File: src/rtl/tpmem_row_feeder.sv
// Writer-side front end for the 16x16 transpose memory: packs 256 serial samples into 16 row
// words, bursts them out, then guards 16 cycles. Optional short-frame padding via TPFEED_PAD_EN.
module tpmem_row_feeder #(
    parameter int BW = 11
) (
    input  logic               i_clk,
    input  logic               i_Reset,
    input  logic [BW-1:0]      i_data,
    input  logic               i_valid,
`ifdef TPFEED_PAD_EN
    input  logic               i_last,
`endif
    output logic               o_ready,
    output logic [16*BW-1:0]   o_data,
    output logic               o_enable,
    output logic               o_busy
);

    typedef enum logic [1:0] {
        S_FILL  = 2'd0,
        S_SEND  = 2'd1,
        S_GUARD = 2'd2
    } state_t;

    state_t              r_state;
    state_t              w_next;
    logic [7:0]          r_cnt;
    logic [3:0]          r_row;
    logic [3:0]          r_guard;
    logic [BW-1:0]       r_buf [0:255];
    logic [16*BW-1:0]    r_data_p1;
    logic                r_vld_p1;
    logic [16*BW-1:0]    w_row;
    logic                w_accept;
    logic                w_frame_end;
    logic [7:0]          w_last_idx;

    // A slot is live when its frame index does not exceed the final accepted index.
    function automatic logic slot_live(input logic [7:0] idx, input logic [7:0] last_idx);
        return idx <= last_idx;
    endfunction

    assign w_accept = i_valid && o_ready;

`ifdef TPFEED_PAD_EN
    logic [7:0] r_last_idx;

    assign w_frame_end = w_accept && ((r_cnt == 8'hFF) || i_last);
    assign w_last_idx  = r_last_idx;

    always_ff @(posedge i_clk) begin
        if (i_Reset) begin
            r_last_idx <= 8'hFF;
        end else if (w_frame_end) begin
            r_last_idx <= r_cnt;
        end
    end
`else
    assign w_frame_end = w_accept && (r_cnt == 8'hFF);
    assign w_last_idx  = 8'hFF;
`endif

    always_ff @(posedge i_clk) begin
        if (i_Reset) begin
            r_state <= S_FILL;
        end else begin
            r_state <= w_next;
        end
    end

    always_comb begin
        w_next  = r_state;
        o_ready = 1'b0;
        o_busy  = 1'b0;
        case (r_state)
            S_FILL: begin
                o_ready = !i_Reset;
                if (w_frame_end) begin
                    w_next = S_SEND;
                end
            end
            S_SEND: begin
                o_busy = !i_Reset;
                if (r_row == 4'd15) begin
                    w_next = S_GUARD;
                end
            end
            S_GUARD: begin
                o_busy = !i_Reset;
                if (r_guard == 4'd15) begin
                    w_next = S_FILL;
                end
            end
            default: begin
                w_next = S_FILL;
            end
        endcase
    end

    always_ff @(posedge i_clk) begin
        if (i_Reset) begin
            r_cnt   <= 8'd0;
            r_row   <= 4'd0;
            r_guard <= 4'd0;
        end else begin
            case (r_state)
                S_FILL: begin
                    if (w_frame_end) begin
                        r_cnt <= 8'd0;
                    end else if (w_accept) begin
                        r_cnt <= r_cnt + 8'd1;
                    end
                end
                S_SEND: begin
                    r_row <= r_row + 4'd1;
                end
                S_GUARD: begin
                    r_guard <= r_guard + 4'd1;
                    if (r_guard == 4'd15) begin
                        r_cnt <= 8'd0;
                    end
                end
                default: begin
                    r_cnt <= 8'd0;
                end
            endcase
        end
    end

    // Frame buffer holds data only; it is never reset, every live slot is rewritten per frame.
    always_ff @(posedge i_clk) begin
        if (w_accept) begin
            r_buf[r_cnt] <= i_data;
        end
    end

    // Slot 0 sits in the most significant field of the row word.
    always_comb begin
        w_row = '0;
        for (int j = 0; j < 16; j++) begin
            if (slot_live({r_row, 4'(j)}, w_last_idx)) begin
                w_row[(15-j)*BW +: BW] = r_buf[{r_row, 4'(j)}];
            end
        end
    end

    // Output stage p1: one registered row per SEND cycle, zeros otherwise.
    always_ff @(posedge i_clk) begin
        if (i_Reset) begin
            r_vld_p1  <= 1'b0;
            r_data_p1 <= '0;
        end else if (r_state == S_SEND) begin
            r_vld_p1  <= 1'b1;
            r_data_p1 <= w_row;
        end else begin
            r_vld_p1  <= 1'b0;
            r_data_p1 <= '0;
        end
    end

    assign o_data   = r_data_p1;
    assign o_enable = r_vld_p1;

endmodule

File: config.mk
export PLATFORM = sky130hd
export DESIGN_NAME = tpmem_row_feeder
export DESIGN_NICKNAME = d
export VERILOG_FILES = /design/src/rtl/tpmem_row_feeder.sv
export SDC_FILE = /design/constraint.sdc
export NUM_CORES = 2
export LEC_CHECK = 0
export ABC_AREA = 1
export ABC_CLOCK_PERIOD_IN_PS = 3200
export BUFFER_PORTS_ARGS = -buffer_cell sky130_fd_sc_hd__buf_2
export CAP_MARGIN = 30
export CORE_MARGIN = 1
export CORE_UTILIZATION = 31
export CTS_BUF_LIST = sky130_fd_sc_hd__clkbuf_4 sky130_fd_sc_hd__clkbuf_8 sky130_fd_sc_hd__clkbuf_16
export CTS_CLUSTER_SIZE = 14
export DETAILED_ROUTE_END_ITERATION = 10
export PLACE_DENSITY = 0.45
export SLEW_MARGIN = 20
export SYNTH_ARGS = -nofsm -noshare
export SYNTH_HDL_FRONTEND = slang
export SYNTH_SLANG_ARGS = --single-unit
File: constraint.sdc
create_clock -name i_clk -period 3.2 [get_ports i_clk]
set_input_delay 0.16 -clock i_clk [delete_from_list [all_inputs] [get_ports i_clk]]
set_output_delay 0.16 -clock i_clk [all_outputs]
set_load 0.005 [all_outputs]
==> key figures <==
Status
  – Run status: complete, no violations

Synth
  – Most common cell in the synthesized netlist: nand2_1
  – Synth top cells by count: nand2_1 (4801), edfxtp_1 (2816), inv_1 (1967)
  – Dominant synthesized flop cell: edfxtp_1
  – Sequential share of the synthesized area: 0.6979
  – Cell taking the most area after synthesis: edfxtp_1
  – Synthesized instance count: 12342
  – Number of synthesized flops with an enable pin: 2816
  – Number of nets produced by synthesis: 12366
  – Post-synth cell types: 28
  – Share of Yosys cell area claimed by the top area cell type: 0.6671
  – Cell area after synthesis: 126800 sq um
  – Average size of a mapped cell: 10.27 sq um
  – Biggest area contributors in the synthesized netlist: edfxtp_1 (67%), nand2_1 (14%), inv_1 (5.8%)
  – Syn. warnings: 0
  – Synthesized flop and latch total: 3011
  – Share of synthesized flip-flops with an asynchronous set or reset: 0

Route
  – Per-cell via count in the routed design: 4.490
  – Overall via count from detail_route: 83387
  – Average wire length per cell after detail routing: 21.30 um
  – Residual DRC count: 0
  – DRT Pass-1 Iters: 6
  – Initial DRC count: 7396
  – Post-detailed-routing wire length: 395600 um
  – Number of nets still failing antenna checks after routing: 0

Setup path
  – Buf/Inv on CP: 4
  – Data arrival time of the worst path: 3.30 ns
  – Delay-heaviest family, CP: buffers and inverters
  – Sequence of cells on the critical path: inv_1, ha_1, nand2_2, nor2_4, buf_4, nand4_1, buf_4, nor2_1, buf_4
  – Type of element capturing the critical path: flip-flop
  – Endpoint of the lowest-slack register-to-register path: r_buf[87][10]
  – Worst r2r path cells: 9
  – Cell with the most instances on the worst path: buf_4
  – Setup slack, reg-to-reg: 0.51 ns
  – Cell depth of the worst setup path: 9
  – Kind of launch point of the worst setup path: flip-flop
  – Master of the slowest instance on the critical path: nor2_1
  – Critical register-to-register path startpoint: r_state[0]
  – Critical path required time: 3.81 ns
  – Peak fanout along the critical path: 15
  – Category of the most critical setup path: reg -> reg
  – Slowest cell delay on critical path: 0.55 ns

Clock tree
  – Number of post-CTS setup repair buffers: 0
  – H-tree level count: 5
  – Clock-pin slew reported for the worst setup and hold paths after clock tree synthesis: 0.06 ns
  – Bufs on Longest Clock Path: 4
  – CTS buffer count: 336
  – Total number of clock tree sinks: 3011
  – CTS tree: built
  – Clock latency of the later-clocked register in the worst-skew pair: 0.94 ns
  – Master cell of the clock root buffer: clkbuf_16

Place
  – Placed Area: 137400 sq um
  – IO Port Bufs: 192
  – Placement Setup Slack: 0.5680 ns
  – Hpwl dp: 239000 um
  – Placer's final routability congestion estimate: 0.7879

Die
  – Top-level port count: 193
  – DIE WIDTH: 641.4 um
  – Height of the die: 641.4 um
  – Count of standard-cell rows: 234
  – Area of the core region: 406700 sq um
  – Area of the die: 411400 sq um
  – Starting density of the core: 0.3117

Pwr
  – Worst IR drop on VDD: 0.0004712 V
  – Cell leakage power: 62.69 nW
  – Power density relative to cell area: 656.9 nW/um^2

Timing
  – Total of endpoints with negative setup slack in the final report: 0
  – Max frequency: 372.3 MHz
  – Worst slew slack as a fraction of its limit: 0.4273
  – Setup repair after global routing missed its margin: false
  – Final hold violation count: 0
  – Setup Total Neg Slack: 0 ns
  – Final worst path period need: 2.686 ns
  – Fin Hold WS: 0.1776 ns
  – Worst Setup Slack, final: 0.5142 ns
  – Max Clock Skew: 0.04844 ns
  – Final max-slew violation count: 0
  – Share of the clock period used by the worst path: 0.8393
  – Transition at the pin with the smallest max-transition slack: 0.8590 ns

Global routing
  – Global-route wire length before repair: 572500 um
  – Number of antenna violations at the first check in global routing: 23
  – Remaining Overflow, GRT: 0
  – Vias in the first global route: 80668
  – Maximum number of pins on one net before global-route repair: 141
  – Global Route Usage Sum: 0.1890

Min path
  – Worst hold start: i_Reset
  – Count of cells along the worst hold path: 3
  – Hold Path End: r_guard[1]
  – Class of the tightest hold or removal check: in -> reg

Final layout
  – Area Overhead vs Synth: 17.19%
  – Storage cell area: 88480 sq um
  – Net count reported at finish: 12879
  – Core occupancy in the finished layout: 0.3653
  – Share of cells above drive strength 1: 0.1065
  – Summed area of non-filler cells in the final layout: 148500 sq um
  – Area of combinational cells with multiple inputs: 27640 sq um
  – Number of filler instances in the final layout: 40442

Flow run
  – Max Cap Violations: 0
-- report_power, final --
| group | internal (W) | switching (W) |
|---|---|---|
| registers | 0.0433 | 0.000295 |
| clock network | 0.0223 | 0.0162 |
| logic | 0.00446 | 0.0110 |
| total | 0.0701 | 0.0275 |
-- cells in the final DEF (no fill, tap or decap), types with 10 or more instances in the layout --
| cell | instances |
|---|---|
| clkinv_1 | 48 |
| nand2_2 | 11 |
| dfxtp_1 | 192 |
| a21oi_1 | 189 |
| nand3_1 | 1419 |
| nor2_1 | 275 |
| diode_2 | 13 |
| clkbuf_8 | 30 |
| buf_8 | 11 |
| clkbuf_4 | 95 |
| ha_1 | 10 |
| dlygate4sd3_1 | 13 |
| inv_1 | 1966 |
| buf_12 | 123 |
| edfxtp_1 | 2816 |
| buf_2 | 181 |
| nand2_1 | 4786 |
| clkinv_2 | 57 |
| bufinv_16 | 14 |
| clkbuf_16 | 341 |
| buf_4 | 470 |
-- timing repair --
action	in CTS	in global routing
gates resized for setup	0	0
hold endpoints to repair	1670	0
hold buffers	13	0
setup endpoints to repair	0	0
-- metrics by stage --
stage	std cells	total power [W]
after global placement	17931	0.06012
after global routing	18570	0.1016
after CTS	18560	0.09875
after floorplan	12342	0.05404
after detailed placement	17932	0.06008
final	18573	0.09757
-- metal layers --
layer  vias to the layer above  wire length [um]  global-route usage
li1                      40455                 -                   -
met2                      2021            184000              0.3050
met3                       483             18930             0.01946
met4                         0              9000             0.04728
met1                     40428            183700              0.2718
met5                         -                 0                   0
-- final cells by class --
| cell class | instances | share of cell area |
|---|---|---|
| Multi-Input combinational cell | 6734 | 0.1860 |
| Inverter | 1974 | 0.05025 |
| Clock buffer | 466 | 0.06503 |
| Clock inverter | 149 | 0.008668 |
| Antenna cell | 13 | 0.0002190 |
| Timing Repair Buffer | 798 | 0.04842 |
| Sequential cell | 3011 | 0.5957 |
| Tap cell | 5428 | 0.04572 |
-- sequential cells by signal, summed over array words and instances (netlist names) --
signal	flops
r_buf	2816
o_data	176
r_cnt	8
r_guard	4
r_row	4
r_state	2
o_enable	1
-- cell families after synthesis --
kind of cell,share of synthesized area
and+or+nand+nor,0.2083
DFF,0.6979
buffers and inverters,0.08487
AOI/OAI and AO/OA,0.007877
adders and majority gates,0.0009871
xor gates and xnor gates,0.00006911
-- worst max-delay path by stage --
stage,end,slack [ns],start
after floorplan,r_buf[58][0],0.46,r_state[0]
after global placement,r_buf[87][5],0.57,r_state[0]
after detailed placement,r_buf[87][5],0.57,r_state[0]
after CTS,o_busy,0.47,r_state[0]
after global routing,r_buf[87][4],0.45,r_state[0]
final,r_buf[87][10],0.51,r_state[0]
-- worst min-delay path: stages --
cell	delay [ns]
dlygate4sd3_1	0.53
buf_2	0.22
nor2_1	0.13
Note: power is estimated with default switching activity, not from simulation.
